==> src/rtl/regfile_dumper.sv <==
// Streams register-file contents x0..xNREGS-1 (optionally from x1) as valid/ready beats.
// One capture cycle per register; abort and async reset discard the dump without done.
module regfile_dumper #(
  parameter int unsigned NREGS   = 32,
  parameter bit          SKIP_X0 = 1'b0
) (
  input  logic        clk,
  input  logic        rst,
  input  logic        start,
  input  logic        abort,
  output logic [4:0]  ra,
  input  logic [31:0] rd,
  output logic        out_valid,
  input  logic        out_ready,
  output logic [31:0] out_data,
  output logic [4:0]  out_idx,
  output logic        out_last,
  output logic        busy,
  output logic        done
);

  localparam logic [4:0] LastIdx  = 5'(NREGS - 1);
  localparam logic [4:0] FirstIdx = SKIP_X0 ? 5'd1 : 5'd0;

  typedef enum logic [1:0] {StIdle, StFetch, StSend, StFin} state_e;

  state_e     state_q, state_d;
  logic [4:0] idx_q, idx_d;
  logic       capture;

  always_ff @(posedge clk or posedge rst) begin
    if (rst) begin
      state_q  <= StIdle;
      idx_q    <= 5'd0;
      out_data <= 32'd0;
      out_idx  <= 5'd0;
    end else begin
      state_q <= state_d;
      idx_q   <= idx_d;
      if (capture) begin
        out_data <= rd;
        out_idx  <= idx_q;
      end
    end
  end

  always_comb begin
    state_d = state_q;
    idx_d   = idx_q;
    capture = 1'b0;
    case (state_q)
      StIdle: begin
        if (start) begin
          state_d = StFetch;
          idx_d   = FirstIdx;
        end
      end
      StFetch: begin
        if (abort) begin
          state_d = StIdle;
        end else begin
          capture = 1'b1;
          state_d = StSend;
        end
      end
      StSend: begin
        // abort wins over a handshake in the same cycle
        if (abort) begin
          state_d = StIdle;
        end else if (out_ready) begin
          if (out_last) begin
            state_d = StFin;
          end else begin
            idx_d   = idx_q + 5'd1;
            state_d = StFetch;
          end
        end
      end
      StFin:   state_d = StIdle;
      default: state_d = StIdle;
    endcase
  end

  assign ra        = idx_q;
  assign out_valid = (state_q == StSend);
  assign out_last  = out_valid && (out_idx == LastIdx);
  assign busy      = (state_q != StIdle);
  assign done      = (state_q == StFin);

endmodule

==> config.mk <==
export PLATFORM = sky130hd
export DESIGN_NAME = regfile_dumper
export DESIGN_NICKNAME = d
export VERILOG_FILES = /design/src/rtl/regfile_dumper.sv
export SDC_FILE = /design/constraint.sdc
export NUM_CORES = 1
export LEC_CHECK = 0
export ABC_AREA = 1
export BUFFER_PORTS_ARGS = -buffer_cell sky130_fd_sc_hd__buf_2
export CAP_MARGIN = 30
export CORE_MARGIN = 10
export CORE_UTILIZATION = 51
export DETAILED_ROUTE_END_ITERATION = 10
export PLACE_DENSITY = 0.84
export SLEW_MARGIN = 20
export SYNTH_ARGS = -nofsm -noshare
export SYNTH_HDL_FRONTEND = slang
export SYNTH_SLANG_ARGS = --single-unit
==> constraint.sdc <==
create_clock -name clk -period 2.15 [get_ports clk]
set_clock_uncertainty 0.2 [all_clocks]
set_input_delay 0.215 -clock clk [delete_from_list [all_inputs] [get_ports clk]]
set_output_delay 0.215 -clock clk [all_outputs]
set_load 0.05 [all_outputs]
# Word level (Yosys, flattened, before mapping)
# Cells that the tools add are included.
# W data, S select, Z words.
dict set report totals {
  regBits 44
  in_bits 37
  wordCells 33
  output_inout_bits 46
}
dict set report op_classes {
  reduce_logical 6
  mux 13
  eq_ne 9
  add_sub_neg 1
}
# cell n
set ops {}
lappend ops {{$mux W5} 4}
lappend ops {{$mux W2} 5}
lappend ops {{$pmux W5 S2} 1}
lappend ops {{$pmux W2 S4} 1}
lappend ops {{$ne A2 B2 Y1 const B} 3}
lappend ops {{$add A5 B1 Y5 const B} 1}
lappend ops {{$eq A5 B5 Y1 const B} 1}
lappend ops {{$reduce_and A5 Y1} 1}
lappend ops {{$eq A2 B2 Y1 const B} 2}
lappend ops {{$reduce_bool A2 Y1} 2}
lappend ops {{$ne A3 B2 Y1 const B} 1}
lappend ops {{$eq A2 B1 Y1 const B} 1}
lappend ops {{$logic_not A2 Y1} 1}
lappend ops {{$mux W1} 2}
lappend ops {{$ne A2 B1 Y1 const B} 1}
lappend ops {{$reduce_and A2 Y1} 1}
lappend ops {{$logic_and A1 B1 Y1} 1}

# Logic depth before layout (Yosys ltp)
# Gate-level depths: netlist of the first run.
dict set report logic_depth {
  ltp_word 6
  ltp_mapped 7
  depth_no_buf 7
}

# Worst setup path before layout of the first run
# No wires, ideal clock.
dict set report synth_path {
  path_kind {flip-flop to output port}
  startpoint {reg out_idx[1]}
  endpoint {out out_last}
  n_path_buf 0
  path_slack_ps 477
  arrival_time_ps 1258
  required_ps 1735
  stages_incl_launch_ff 5
  path_cell_list {dfrtp_1 -> nand2_1 -> nor2_1 -> nand2_1 -> inv_1}
}
dict set report synth_via {
  elab_chain_cells 2
}
# element line_no
set synth_rtl {}
lappend synth_rtl {{start, declared} 16} ;# output logic [4:0] out_idx,
lappend synth_rtl {{start signal, assigned} 42} ;# out_idx <= idx_q;
lappend synth_rtl {{$eq A5 B5 Y1} 86} ;# assign out_last = out_valid && (out_idx == LastIdx);
lappend synth_rtl {{$logic_and A1 B1 Y1} 86}
lappend synth_rtl {{end, declared} 17} ;# output logic out_last,
# Every way passes these cells.

# Worst setup path in the final report of the first run
dict set report layout_path {
  startpoint {reg state_q[0]}
  endpoint {out out_last}
}
dict set report layout_via {
  elab_chain_cells 2
}
# element line_no
set layout_rtl {}
lappend layout_rtl {{start, declared} 27} ;# state_e state_q, state_d;
lappend layout_rtl {{start signal, assigned} 33} ;# state_q <= StIdle;
lappend layout_rtl {{start signal, assigned} 38} ;# state_q <= state_d;
lappend layout_rtl {{$eq A2 B2 Y1} 85} ;# assign out_valid = (state_q == StSend);
lappend layout_rtl {{$logic_and A1 B1 Y1} 86}
# Every way passes these cells.

==> impl_results.md, run 1 <==
- Rows: 22
- Peak VDD IR: 0.768 mV
- Vias in the first global route: 1,722
- IO Count: 83
- CP max FO: 5
- Gr usage total: 0.157
- Max Cap Viol: 0
- FF+latch count, synth: 44
- Pint: 1.62 mW
- Wire per inst: 13.5 um
- H-tree levels: 2
- Post-route DRC: 0
- Area share of xor/xnor cells in the synthesized design: 0
- TritonRoute pass-1 iters: 4
- Adder-cell area share of the yosys netlist: 0.00631
- Yosys top cell by area: dfrtp_1
- Port bufs: 82
- Layout area overhead: 41.1%
- Mapped Cells: 220
- CORE AREA: 3720 um^2
- Total CTS buffers: 5
- Final period util: 0.838
- Slowest cell on crit path: dfrtp_1
- Vias: 1,743
- Tmin final: 1800 ps
- Nets@finish: 373
- Slew @ Worst Pin: 515 ps
- Relative slew slack: 0.656
- Post-synthesis mux area share: 0
- Synth Area in Compound Gates: 0.143
- Async SR Flop Fraction: 1.00
- YS warnings: 0
- Post-route cell area: 2800 um^2
- GPL Wtd Cong: 0.716
- Psw: 1.50 mW
- Main combinational cell family by area after synthesis: simple AND/OR/NAND/NOR gates
- Sequential-to-total area share from yosys stat: 0.555
- Pwr dens: 1110 nW/um^2
- CP Launch Type: register
- Synthesized cell area: 1980 um^2
- DIE HEIGHT: 82.4 um
- WP buf/inv: 3
- Final Hold Viols: 0
- GRT overflow: 0
- Initial antenna violation count: 0
- CTS tree: done
- CP top delay family: flip-flops
- Top-count cell post-synth: nand2_1
- Clk slew on worst S/H paths: 80 ps
- Layout cell share with drive strength beyond 1: 0.346
- Yosys cell types: 19
- Post-DP Area: 2400 um^2
- Largest net degree at the start of global routing: 75
- Final setup fails: 0
- Leak Pwr: 1.59 nW
- Worst path required time: 1740 ps
- Routed WL: 5160 um
- Worst-case clock buffer depth: 2
- Sw Share: 0.481
- Clk pwr share: 0.152
- Post-DRT Antenna Nets: 0
- Syn_area_per_cell: 9.01 um^2
- RSZ-0062 raised after global routing: no
- Skew-Pair Late Insertion Delay: 280 ps
- Crit path DAT: 1390 ps
- Main synth FF type: dfrtp_1
- First-pass GRT wire length: 8170 um
- Ant diodes: 0
- Fin. max-slew vios: 0
- Status: complete, no violations
- Post-Synth Simple-Gate Area: 0.165
- Syn nets: 258
- Clock Sinks: 44
- Sequential share of power: 0.372
- Critical Path End Type: output pin
- Die ar.: 6780 um^2
- DRT iter0 DRCs: 105
- Vias/cell: 4.55
- Number of flops mapped to enable cells by yosys: 0
- Top cells by area, synth: dfrtp_1 (56%), nand2_1 (11%), inv_1 (8.5%)
- Setup_tns: 0 ps
- Crit-path max cell delay: 440 ps
- Die width: 82.4 um
- Worst-path cell chain: inv_1 -> nand2_1 -> nor2_1 -> nand2_1 -> inv_1 -> buf_2
- Top cell type's share of synthesized area: 0.555
- Hold Crit Class: input pin to register
- DP HPWL: 3610 um
- Root buffer cell: clkbuf_8
- Crit Path Category: register to output pin
- Initial Util: 0.534
- Max Clock Freq: 0.555 GHz
- Most frequent cells after synthesis: nand2_1 (58), inv_1 (45), dfrtp_1 (44)
- Gate power share: 0.476
[through the flow]
| stage | total power, mW | setup slack, ps | cells | hold WS, ps | util |
|---|---|---|---|---|---|
| after global routing | 3.29 | 211 | 383 | 12.0 | 0.753 |
| after global placement | 2.59 | 677 | 344 | 85.6 | 0.646 |
| after detailed placement | 2.62 | 655 | 344 | 78.3 | 0.646 |
| after floorplan | 2.27 | 477 | 220 | 145 | - |
| final | 3.11 | 347 | 383 | 7.27 | 0.753 |
| after CTS | 3.14 | 335 | 383 | 7.99 | 0.753 |
[cell type report]
| class | count | area (um^2) |
|---|---|---|
| Inverter | 46 | 173 |
| Timing Repair Buffer | 117 | 766 |
| Sequential cell | 44 | 1100 |
| Multi-Input combinational cell | 121 | 622 |
| Fill cell | 285 | 917 |
| Clock inverter | 1 | 5.00 |
| Clock buffer | 6 | 72.6 |
| Tap cell | 48 | 60.1 |
[flip-flops by register name (all words and copies together) (netlist names)]
name      cells
out_data     32
out_idx       5
ra            5
state_q       2
[what timing repair did]
action                                 CTS  global route
endpoints found under the hold margin   55             0
buffers inserted                         0             0
resized for setup                        0             0
hold buffers                            32             0
[layout by cell type (no fill, tap or decap), drive strengths merged]
cell type,n
inv,46
dfrtp,44
buf,85
ha,1
nand3,5
clkinv,1
dlygate4sd3,32
or2,1
nand4,2
nand3b,1
nand2,61
clkbuf,6
o21ai,43
nor2,7
[path summary, 6_finish.rpt]
kind	from	endpoint	slack, ps	depth (start not counted)
worst max-delay path	state_q[0]	out_last	350	6
worst min-delay path	rd[5]	out_data[5]	7	3
worst max register to register	state_q[1]	out_data[2]	710	4
worst min register to register	out_data[13]	out_data[13]	280	2
max in group asynchronous	rst	out_data[0]	900	4
min in group asynchronous	rst	out_data[20]	310	3
[kinds of logic after synthesis]
group,Yosys count
DFF,44
and+or+nand+nor,77
adders and majority gates,1
AOI/OAI and AO/OA,43
buffers and inverters,55
[power groups by stage]
stage	Combinational [mW]	Sequential, mW	Clock (mW)
3_3_place_gp	1.43	1.16	0
3_5_place_dp	1.45	1.17	0
6_report	1.48	1.16	0.472
2_1_floorplan	0.350	1.92	0
5_1_grt	1.58	1.19	0.523
4_1_cts	1.50	1.16	0.485
[worst register-to-register path, cell delays in order (launching register included)]
cell and delay [ps]:
dfrtp_1 410, inv_2 70, nand3b_1 140, buf_12 310
o21ai_0 190
[routing by layer]
layer,track usage,routed length [um],up-vias
li1,-,-,892
met5,0,0,-
met1,0.168,1910,799
met3,0.0540,387,6
met2,0.271,2790,46
met4,0.0714,76,0
Power figures use the tool's default switching activity.
==> run 2: changes to the inputs <==
--- a/config.mk
+++ b/config.mk
@@ -9,9 +9,9 @@
 export BUFFER_PORTS_ARGS = -buffer_cell sky130_fd_sc_hd__buf_2
 export CAP_MARGIN = 30
 export CORE_MARGIN = 10
-export CORE_UTILIZATION = 51
+export CORE_UTILIZATION = 47
 export DETAILED_ROUTE_END_ITERATION = 10
-export PLACE_DENSITY = 0.84
+export PLACE_DENSITY = 0.79
 export SLEW_MARGIN = 20
 export SYNTH_ARGS = -nofsm -noshare
 export SYNTH_HDL_FRONTEND = slang
==> constraint.sdc (replaced) <==
create_clock -name clk -period 1.8 [get_ports clk]
set_clock_uncertainty 0.2 [all_clocks]
set_input_delay 0.18 -clock clk [delete_from_list [all_inputs] [get_ports clk]]
set_output_delay 0.18 -clock clk [all_outputs]
set_load 0.05 [all_outputs]
==> run 2 against run 1 <==
Effect of this change:
- cell area up 3.5%
- first-iteration DRC count down 36%
- count of clock-buffer cells in the layout down 1
- core utilization down 3.4 points
- clock power up 81%
- sequential cell count unchanged
- die area up 6.4%
- critical path type unchanged
- largest power group unchanged
- highest routed layer unchanged
==> impl_results.md, run 2 (same netlist as run 1, synthesis figures left out) <==
- Status: complete, no violations
- Crit-path max cell delay: 450 ps (about the same)
- Slowest cell on crit path: dfrtp_2
- Vias: 1,751 (+0.46%)
- Tmin final: 1700 ps
- Layout area overhead: 46.1%
- DRT iter0 DRCs: 67 (-36%)
- Die ar.: 7220 um^2 (+6.4%)
- Rows: 23 (+4.5%)
- Crit Path Category: register to output pin
- CP max FO: 5 (unchanged)
- Nets@finish: 377 (+1.1%)
- Max FFs per register: 32 (unchanged)
- Final setup fails: 0 (unchanged)
- Fin. max-slew vios: 0 (unchanged)
- DP HPWL: 3570 um (-1.1%)
- Peak VDD IR: 0.873 mV (+14%)
- Wire per inst: 13.1 um (-2.5%)
- Worst-path cell chain: inv_1 -> nand2_1 -> nor2_1 -> nand2_1 -> inv_1 -> buf_4
- Cell Count, Final, Fillers Out: 389 (+1.6%)
- Leak Pwr: 1.62 nW (+2.3%)
- Register area: 1100 um^2 (+0.11%)
- Tot Pwr: 4.01 mW (+29%)
- CP Launch Type: register
- CTS tree: done
- Gr usage total: 0.142 (-0.0147)
- Initial antenna violation count: 0 (unchanged)
- Fillers: 326 (+14%)
- Port bufs: 82 (unchanged)
- Max Cap Viol: 0 (unchanged)
- Final Hold Viols: 0 (unchanged)
- IO Count: 83 (unchanged)
- Worst-case clock buffer depth: 2 (unchanged)
- Setup Buffers After CTS: 0 (unchanged)
- DIE HEIGHT: 85.0 um (+3.2%)
- Setup_tns: 0 ps (unchanged)
- Relative slew slack: 0.696 (+0.0396)
- Initial Util: 0.492 (-0.0414)
- Root buffer cell: clkbuf_8
- Vias/cell: 4.50 (-1.1%)
- Routed WL: 5110 um (-0.97%)
- Largest net degree at the start of global routing: 41 (-45%)
- Crit path DAT: 1320 ps (-70 ps)
- Clock Sinks: 44 (unchanged)
- Biggest register: out_data
- Critical Path End Type: output pin
- CORE AREA: 4030 um^2 (+8.4%)
- Multi-input gate area in the final layout: 622 um^2 (unchanged)
- Commonest non-fill, non-tap cell in the layout: buf_2
- Pwr dens: 1380 nW/um^2 (+25%)
- Most frequent cells in the layout: buf_2 (81), nand2_1 (58), inv_1 (44), dfrtp_1 (43), dlygate4sd3_1 (36)
- Worst path required time: 1420 ps (-320 ps)
- Skew-Pair Late Insertion Delay: 280 ps (about the same)
- Clk slew on worst S/H paths: 80 ps (about the same)
- Max Clock Freq: 0.588 GHz
- Layout cell share with drive strength beyond 1: 0.348 (+0.00181)
- Vias in the first global route: 1,762 (+2.3%)
- H-tree levels: 2 (unchanged)
- GPL Wtd Cong: 0.741 (+3.5%)
- Post-DRT Antenna Nets: 0 (unchanged)
- Slew @ Worst Pin: 456 ps (-59.3 ps)
- GRT overflow: 0 (unchanged)
- First-pass GRT wire length: 8560 um (+4.7%)
- Post-route DRC: 0 (unchanged)
- TritonRoute pass-1 iters: 4 (unchanged)
- Hold Crit Class: input pin to async pin
- Ant diodes: 0 (unchanged)
- Total CTS buffers: 5 (unchanged)
- Final period util: 0.944
- Cell count after placement: 346 (+0.58%)
- Die width: 85.0 um (+3.2%)
run 2: cell types whose count changed in the layout (fill, tap and decap cells not counted), sizes merged:
cell / previous run / this run
dlygate4sd3: 32 / 36
clkinv: 1 / 0
bufinv: 0 / 2
clkbuf: 6 / 5
run 2: worst paths after layout:
| path | startpoint | endpoint | slack, ps | depth (start not counted) |
|---|---|---|---|---|
| worst max register to register | state_q[1] | out_data[5] | 310 | 4 |
| worst max-delay path | state_q[0] | out_last | 100 | 6 |
| worst min register to register | out_data[15] | out_data[15] | 280 | 2 |
| max in group asynchronous | rst | state_q[0] | 660 | 4 |
| worst min-delay path | rst | out_data[25] | 250 | 3 |
| min in group clk | out_data[15] | out_data[15] | 280 | 2 |
run 2: stage by stage:
step	utilization	area, um^2	setup WS [ps]	hold WS, ps
after floorplan	-	1980	162	110
after global placement	0.597	2400	360	30.0
after detailed placement	0.597	2400	328	20.8
after CTS	0.720	2900	5.69	248
after global routing	0.719	2900	-0.885	302
final	0.719	2900	101	249
run 2: worst max-delay path: cells and delay by family, from the launching register on:
family | cells | cell delay, ps
buffers and inverters | 3 | 340
DFF | 1 | 450
and+or+nand+nor | 3 | 250
run 2: where the power goes:
| part | leakage, nW | internal [mW] | switching, mW | total [mW] |
|---|---|---|---|---|
| clock network | 0.0642 | 0.546 | 0.310 | 0.856 |
| registers | 0.562 | 1.24 | 0.138 | 1.38 |
| logic | 0.998 | 0.425 | 1.35 | 1.77 |
| total | 1.62 | 2.22 | 1.80 | 4.01 |
run 2: layout make-up:
class / instances / share of cell area
inverter: 46 / 0.0596
sequential: 44 / 0.381
clock buffer: 5 / 0.0238
clock inverter: 2 / 0.0207
timing repair buffer: 121 / 0.279
tap: 50 / 0.0216
multi-input combinational: 121 / 0.215
run 2: repair_timing:
action | CTS | global route
hold buffers | 37 | 0
resized for setup | 0 | 3
hold endpoints to repair | 55 | 0
setup endpoints to repair | 0 | 2
run 2: routing by layer:
layer / global-route usage / part of all wire / vias up
met4: 0.0419 / 0.013 / 0
li1: - / - / 907
met1: 0.152 / 0.38 / 795
met2: 0.259 / 0.55 / 45
met5: 0 / 0 / -
met3: 0.0440 / 0.051 / 4
